$ cat src/rtl/mac_requant_packer.sv
// Requantizes 32-bit MAC results to int8 ((acc+bias)*mult, rounded shift, saturate) and packs 4 lanes per word.
// Optional macro REQUANT_RELU_EN clamps negative results to zero before saturation.
module mac_requant_packer #(
  parameter int MULT_W  = 16,
  parameter int SHIFT_W = 5
) (
  input  logic                      clk_i,
  input  logic                      rst_ni,
  input  logic                      acc_valid_i,
  output logic                      acc_ready_o,
  input  logic [31:0]               acc_data_i,
  input  logic                      acc_last_i,
  input  logic [31:0]               bias_i,
  input  logic signed [MULT_W-1:0]  mult_i,
  input  logic [SHIFT_W-1:0]        shift_i,
  output logic                      pk_valid_o,
  input  logic                      pk_ready_i,
  output logic [31:0]               pk_data_o,
  output logic [2:0]                pk_bytes_o,
  output logic [15:0]               sat_cnt_o,
  input  logic                      sat_clr_i
);

  localparam int P_W = 33 + MULT_W;
  localparam int R_W = P_W + 1;
  localparam logic signed [R_W-1:0] SAT_MAX = R_W'(127);

  logic                  w_en;
  logic                  w_xfer;
  logic signed [32:0]    w_sum;
  logic signed [P_W-1:0] w_prod;
  logic signed [R_W-1:0] w_round;
  logic signed [R_W-1:0] w_rnd;
  logic signed [R_W-1:0] w_y;
  logic [7:0]            w_byte;
  logic                  w_sat;
  logic                  w_laneWrite;
  logic                  w_wordDone;
  logic [31:0]           w_stageNext;

  logic                  r_s1Valid;
  logic                  r_s1Last;
  logic signed [P_W-1:0] r_s1P;
  logic                  r_s2Valid;
  logic                  r_s2Last;
  logic [7:0]            r_s2Byte;
  logic [1:0]            r_laneCnt;
  logic [31:0]           r_stage;
  logic                  r_pkValid;
  logic [31:0]           r_pkData;
  logic [2:0]            r_pkBytes;
  logic [15:0]           r_satCnt;

  // The whole pipeline advances only when the output register is free or draining.
  assign w_en        = !r_pkValid || pk_ready_i;
  assign w_xfer      = acc_valid_i && w_en;
  assign acc_ready_o = w_en;

  assign w_sum  = $signed({acc_data_i[31], acc_data_i}) + $signed({bias_i[31], bias_i});
  assign w_prod = P_W'(w_sum) * P_W'(mult_i);

  always_ff @(posedge clk_i or negedge rst_ni) begin
    if (!rst_ni) begin
      r_s1Valid <= 1'b0;
      r_s1Last  <= 1'b0;
      r_s1P     <= '0;
    end else if (w_en) begin
      r_s1Valid <= w_xfer;
      if (w_xfer) begin
        r_s1P    <= w_prod;
        r_s1Last <= acc_last_i;
      end
    end
  end

  // Round half up, then arithmetic shift; one extra bit keeps the rounding add exact.
  always_comb begin
    w_round = '0;
    if (shift_i != '0) w_round = R_W'(1) << (shift_i - SHIFT_W'(1));
    w_rnd = R_W'(r_s1P) + w_round;
    w_y   = w_rnd >>> shift_i;
  end

  always_comb begin
    w_byte = w_y[7:0];
    w_sat  = 1'b0;
`ifdef REQUANT_RELU_EN
    if (w_y[R_W-1]) begin
      w_byte = 8'h00;
    end else if (w_y > SAT_MAX) begin
      w_byte = 8'h7F;
      w_sat  = 1'b1;
    end
`else
    if (w_y > SAT_MAX) begin
      w_byte = 8'h7F;
      w_sat  = 1'b1;
    end else if (w_y < R_W'(-128)) begin
      w_byte = 8'h80;
      w_sat  = 1'b1;
    end
`endif
  end

  always_ff @(posedge clk_i or negedge rst_ni) begin
    if (!rst_ni) begin
      r_s2Valid <= 1'b0;
      r_s2Last  <= 1'b0;
      r_s2Byte  <= '0;
    end else if (w_en) begin
      r_s2Valid <= r_s1Valid;
      r_s2Last  <= r_s1Last;
      r_s2Byte  <= w_byte;
    end
  end

  // Clear has priority; the counter sticks at all-ones.
  always_ff @(posedge clk_i or negedge rst_ni) begin
    if (!rst_ni) begin
      r_satCnt <= '0;
    end else if (sat_clr_i) begin
      r_satCnt <= '0;
    end else if (w_en && r_s1Valid && w_sat && (r_satCnt != 16'hFFFF)) begin
      r_satCnt <= r_satCnt + 16'd1;
    end
  end

  assign w_laneWrite = w_en && r_s2Valid;
  assign w_wordDone  = w_laneWrite && ((r_laneCnt == 2'd3) || r_s2Last);

  always_comb begin
    w_stageNext = r_stage;
    w_stageNext[{r_laneCnt, 3'b000} +: 8] = r_s2Byte;
  end

  always_ff @(posedge clk_i or negedge rst_ni) begin
    if (!rst_ni) begin
      r_laneCnt <= '0;
      r_stage   <= '0;
      r_pkValid <= 1'b0;
      r_pkData  <= '0;
      r_pkBytes <= '0;
    end else begin
      if (w_laneWrite) begin
        if (w_wordDone) begin
          r_laneCnt <= '0;
          r_stage   <= '0;
        end else begin
          r_laneCnt <= r_laneCnt + 2'd1;
          r_stage   <= w_stageNext;
        end
      end
      if (w_en) r_pkValid <= w_wordDone;
      if (w_wordDone) begin
        r_pkData  <= w_stageNext;
        r_pkBytes <= {1'b0, r_laneCnt} + 3'd1;
      end
    end
  end

  assign pk_valid_o = r_pkValid;
  assign pk_data_o  = r_pkData;
  assign pk_bytes_o = r_pkBytes;
  assign sat_cnt_o  = r_satCnt;

endmodule

$ cat config.mk
export PLATFORM = sky130hd
export DESIGN_NAME = mac_requant_packer
export DESIGN_NICKNAME = d
export VERILOG_FILES = /design/src/rtl/mac_requant_packer.sv
export SDC_FILE = /design/constraint.sdc
export NUM_CORES = 2
export LEC_CHECK = 0
export ABC_AREA = 1
export ABC_CLOCK_PERIOD_IN_PS = 7000
export BUFFER_PORTS_ARGS = -buffer_cell sky130_fd_sc_hd__buf_2
export CAP_MARGIN = 20
export CORE_MARGIN = 2
export CORE_UTILIZATION = 40
export DETAILED_ROUTE_END_ITERATION = 16
export PLACE_DENSITY = 0.61
export SLEW_MARGIN = 20
export SYNTH_ARGS = -nofsm -noshare
export SYNTH_HDL_FRONTEND = slang
export SYNTH_SLANG_ARGS = --single-unit
$ cat constraint.sdc
create_clock -name clk_i -period 7 [get_ports clk_i]
set_input_delay 2.1 -clock clk_i [delete_from_list [all_inputs] [get_ports clk_i]]
set_output_delay 2.1 -clock clk_i [all_outputs]
set_load 0.01 [all_outputs]
==> results by group <==
Route
  – Initial drt markers: between 2000 and 2500
  – ANT nets after route: 0
  – Vias per cell: 4.976
  – Routed WL: 105700 µm
  – Via count: roughly 32000
  – # DRC: 0
  – Wirelength per Cell: around 17 µm
  – Drt first pass iters: 7

Placed design
  – Port Buf Inserts: between 100 and 150
  – RePlAce Congestion: between 0.9 and 1
  – Hpwl dp: approximately 88000 µm

Synthesis
  – Netlist cell types: 56
  – Synthesized area per cell: around 7.0 µm²
  – Synth Register Bits: 147
  – Number of synthesized flops with an enable pin: 0
  – Cell taking the most area after synthesis: fa_1
  – Mapped Area: 33040 µm²
  – Synthesized Nets: 5526
  – Top cell type's share of synthesized area: between 30% and 40%
  – Dominant cells by area after synthesis: fa_1 (30%), nand2_1 (14%), dfrtp_1 (11%)
  – Ys async rst share: 100.0%
  – Post-synthesis sequential area ratio: 11.14%
  – Yosys warns: 0
  – Main synth FF type: dfrtp_1
  – Syn Inst Count: between 4000 and 5000

Final layout
  – Filler cells: about 8100
  – Layout Nets: 6103
  – Antenna cells: 0
  – Syn-to-layout area delta: 26.04%
  – Core Util, Final: approximately half
  – Layout cells sized above 1: a little under a quarter

Clock tree
  – Worst-Skew Late Latency: roughly 0.47 ns
  – CTS tree: built
  – Clock Tree Buf Depth: 2
  – CTS Sinks: ~150
  – Num CTS Buffers: 17
  – Post-CTS Hold Buffers: 0
  – Clock transition at the registers of the reported paths: about 0.070 ns
  – CTS root buffer: clkbuf_16
  – Max H-tree Level: 4

Worst setup path
  – Nature of the critical path startpoint: input port
  – Worst r2r src: r_s1P[0]
  – Worst stage delay on the critical path: about 0.52 ns
  – Worst flop-to-flop path endpoint: sat_cnt_o[0]
  – Reg2Reg Depth: 28
  – CP endpoint kind: register
  – Crit path required time: about 7.3 ns
  – CP max stage cell: fa_1
  – Crit path kind: in2reg
  – CP max FO: 4
  – CP endpoint: r_s1P[48]
  – Cell mode on critical path: nand2_2
  – CP Launch Point: acc_data_i[0]
  – CP arrival: between 10 and 15 ns
  – Flop-to-flop setup slack: around 2.8 ns

Die
  – Die area: about 85000 µm²
  – Initial Utilization: 40.30%
  – Core area: 81980 µm²
  – Cell row count: between 100 and 150
  – Die Wd: 291.4 µm
  – Die Ht: 291.4 µm
  – Boundary pin count: around 140

Timing
  – Final Hold Viols: 0
  – Worst Tran Pin Value: between 0.9 and 1 ns
  – Setup slack after layout: -2.875 ns
  – Slew margin rel.: 38.81%
  – Unrepaired setup endpoints after global routing: true
  – Fmax: around 100 MHz
  – Crit share post-route: 141.1%
  – Skew final: between 0.015 and 0.02 ns
  – Crit path time final: between 9 and 10 ns
  – Final Setup Violations: between 40 and 50
  – Final slew viol count: 0

GRT
  – Largest net degree at the start of global routing: 95
  – Tot GR Track Use: around a quarter
  – First-pass GRT wire length: 171100 µm
  – Initial antenna violation count: 0
  – Vias in the first global route: approximately 33000
  – Grt ovf: 0

Outcome
  – Status: complete, but fails checks
  – Violated checks: negative setup slack

Worst hold path
  – Hold crit path type: reg2reg

Job
  – Max-Cap Viols: 0
## registers in the layout (all words and copies together), names as in the netlist
signal,cells
r_stage,32
pk_bytes_o,3
r_s2Valid,1
r_s2Byte,8
pk_data_o,32
r_s2Last,1
r_s1Last,1
r_laneCnt,2
r_s1P,49
r_s1Valid,1
sat_cnt_o,16
pk_valid_o,1
## timing repair
item | 4_1_cts | 5_1_grt
resized for setup | 242 | 231
setup endpoints to repair | 41 | 67
cloned | 2 | 0
setup buffers | 80 | 54
pin swaps | 170 | 206
## Yosys cell counts (4+ instances only)
cell,number
buf_1,17
inv_1,970
clkinv_1,17
o21ai_2,4
o21ai_1,19
nor4_1,5
a21oi_1,102
or2_2,24
nand3_1,415
o21bai_1,4
o211ai_1,8
ha_1,187
o21ai_0,129
o21a_1,9
a21o_1,5
inv_2,12
nand2_2,19
buf_2,31
nand3_2,19
nand2_1,1275
a21boi_1,6
dfrtp_1,147
a31oi_1,21
nor3_1,21
nand4_1,47
nor2_1,426
o22ai_1,32
nor2_2,19
xor2_1,54
xnor2_1,41
fa_1,502
nand3b_1,5
clkbuf_1,118
## logic make-up (layout without fill, tap and decap cells)
group	count (synthesis)	after routing	share of synthesized area (%)
AO/OA/AOI/OAI	355	355	6.030
AND/OR/NAND/NOR	2288	2288	29.17
XOR/XNOR	97	97	2.651
other	1	1	0.01135
multiplexers	2	2	0.06060
adder cells (fa/ha/maj)	689	689	37.50
buffers and inverters	1167	1757	13.44
flip-flops	147	147	11.14
## routing by layer
metal,GRT usage [%],share of wire (%)
met3,4.329,5.6
met5,0,0
met1,32.61,43
met2,43.13,48
met4,8.285,3.3
## worst min-delay path by stage
stage,from,endpoint,slack [ns],depth (start not counted)
2_1_floorplan,r_s1Last,r_s2Last,0.44,2
3_3_place_gp,pk_data_o[18],pk_data_o[18],0.46,2
3_5_place_dp,pk_data_o[9],pk_data_o[9],0.46,2
4_1_cts,pk_data_o[1],pk_data_o[1],0.48,2
5_1_grt,pk_data_o[16],pk_data_o[16],0.49,2
6_report,pk_data_o[9],pk_data_o[9],0.47,2
## metrics by stage
stage          setup slack (ns)  instance area [µm²]  setup TNS (ns)  hold slack (ns)  std cells
6_report                 -2.875                41640          -89.34           0.4728       6406
5_1_grt                  -3.190                41640         -100.57           0.4921       6406
4_1_cts                  -2.695                40430          -77.66           0.4794       6357
3_5_place_dp             -3.675                38530         -107.22           0.4609       6271
3_3_place_gp             -3.509                38530         -104.25           0.4586       6271
2_1_floorplan            -2.922                33440          -73.96           0.4422       4746
## critical path: cells and delay by family
| kind | cells | cell delay (ns) |
|---|---|---|
| XOR/XNOR | 1 | 0.21 |
| AND/OR/NAND/NOR | 18 | 1.73 |
| AO/OA/AOI/OAI | 12 | 1.68 |
| buffers and inverters | 11 | 0.82 |
| adder cells (fa/ha/maj) | 9 | 3.66 |
## area by class of cell
| cell class | count | area [µm²] | area share [%] |
|---|---|---|---|
| clock buffer | 18 | 429.2 | 1.031 |
| timing repair buffer | 726 | 5505 | 13.22 |
| multi-input combinational | 3432 | 26770 | 64.30 |
| tap | 1070 | 1339 | 3.215 |
| inverter | 999 | 3769 | 9.051 |
| sequential | 147 | 3679 | 8.835 |
| clock inverter | 14 | 142.6 | 0.3426 |
## layout by cell type, fill, tap and decap left out, types with 29 or more instances in the layout
cell type,count
a21oi_1,62
a21oi_2,29
buf_2,140
buf_4,507
buf_6,66
dfrtp_1,147
fa_1,471
fa_2,31
ha_1,139
ha_4,43
inv_1,902
inv_2,75
nand2_1,1223
nand2_2,60
nand3_1,411
nand4_1,47
nor2_1,388
nor2_2,44
o21ai_0,76
o21ai_1,50
o22ai_1,32
xor2_1,45
Power is not shown: default switching activity piles up to over one toggle a cycle in this logic, so the estimate is an artifact.
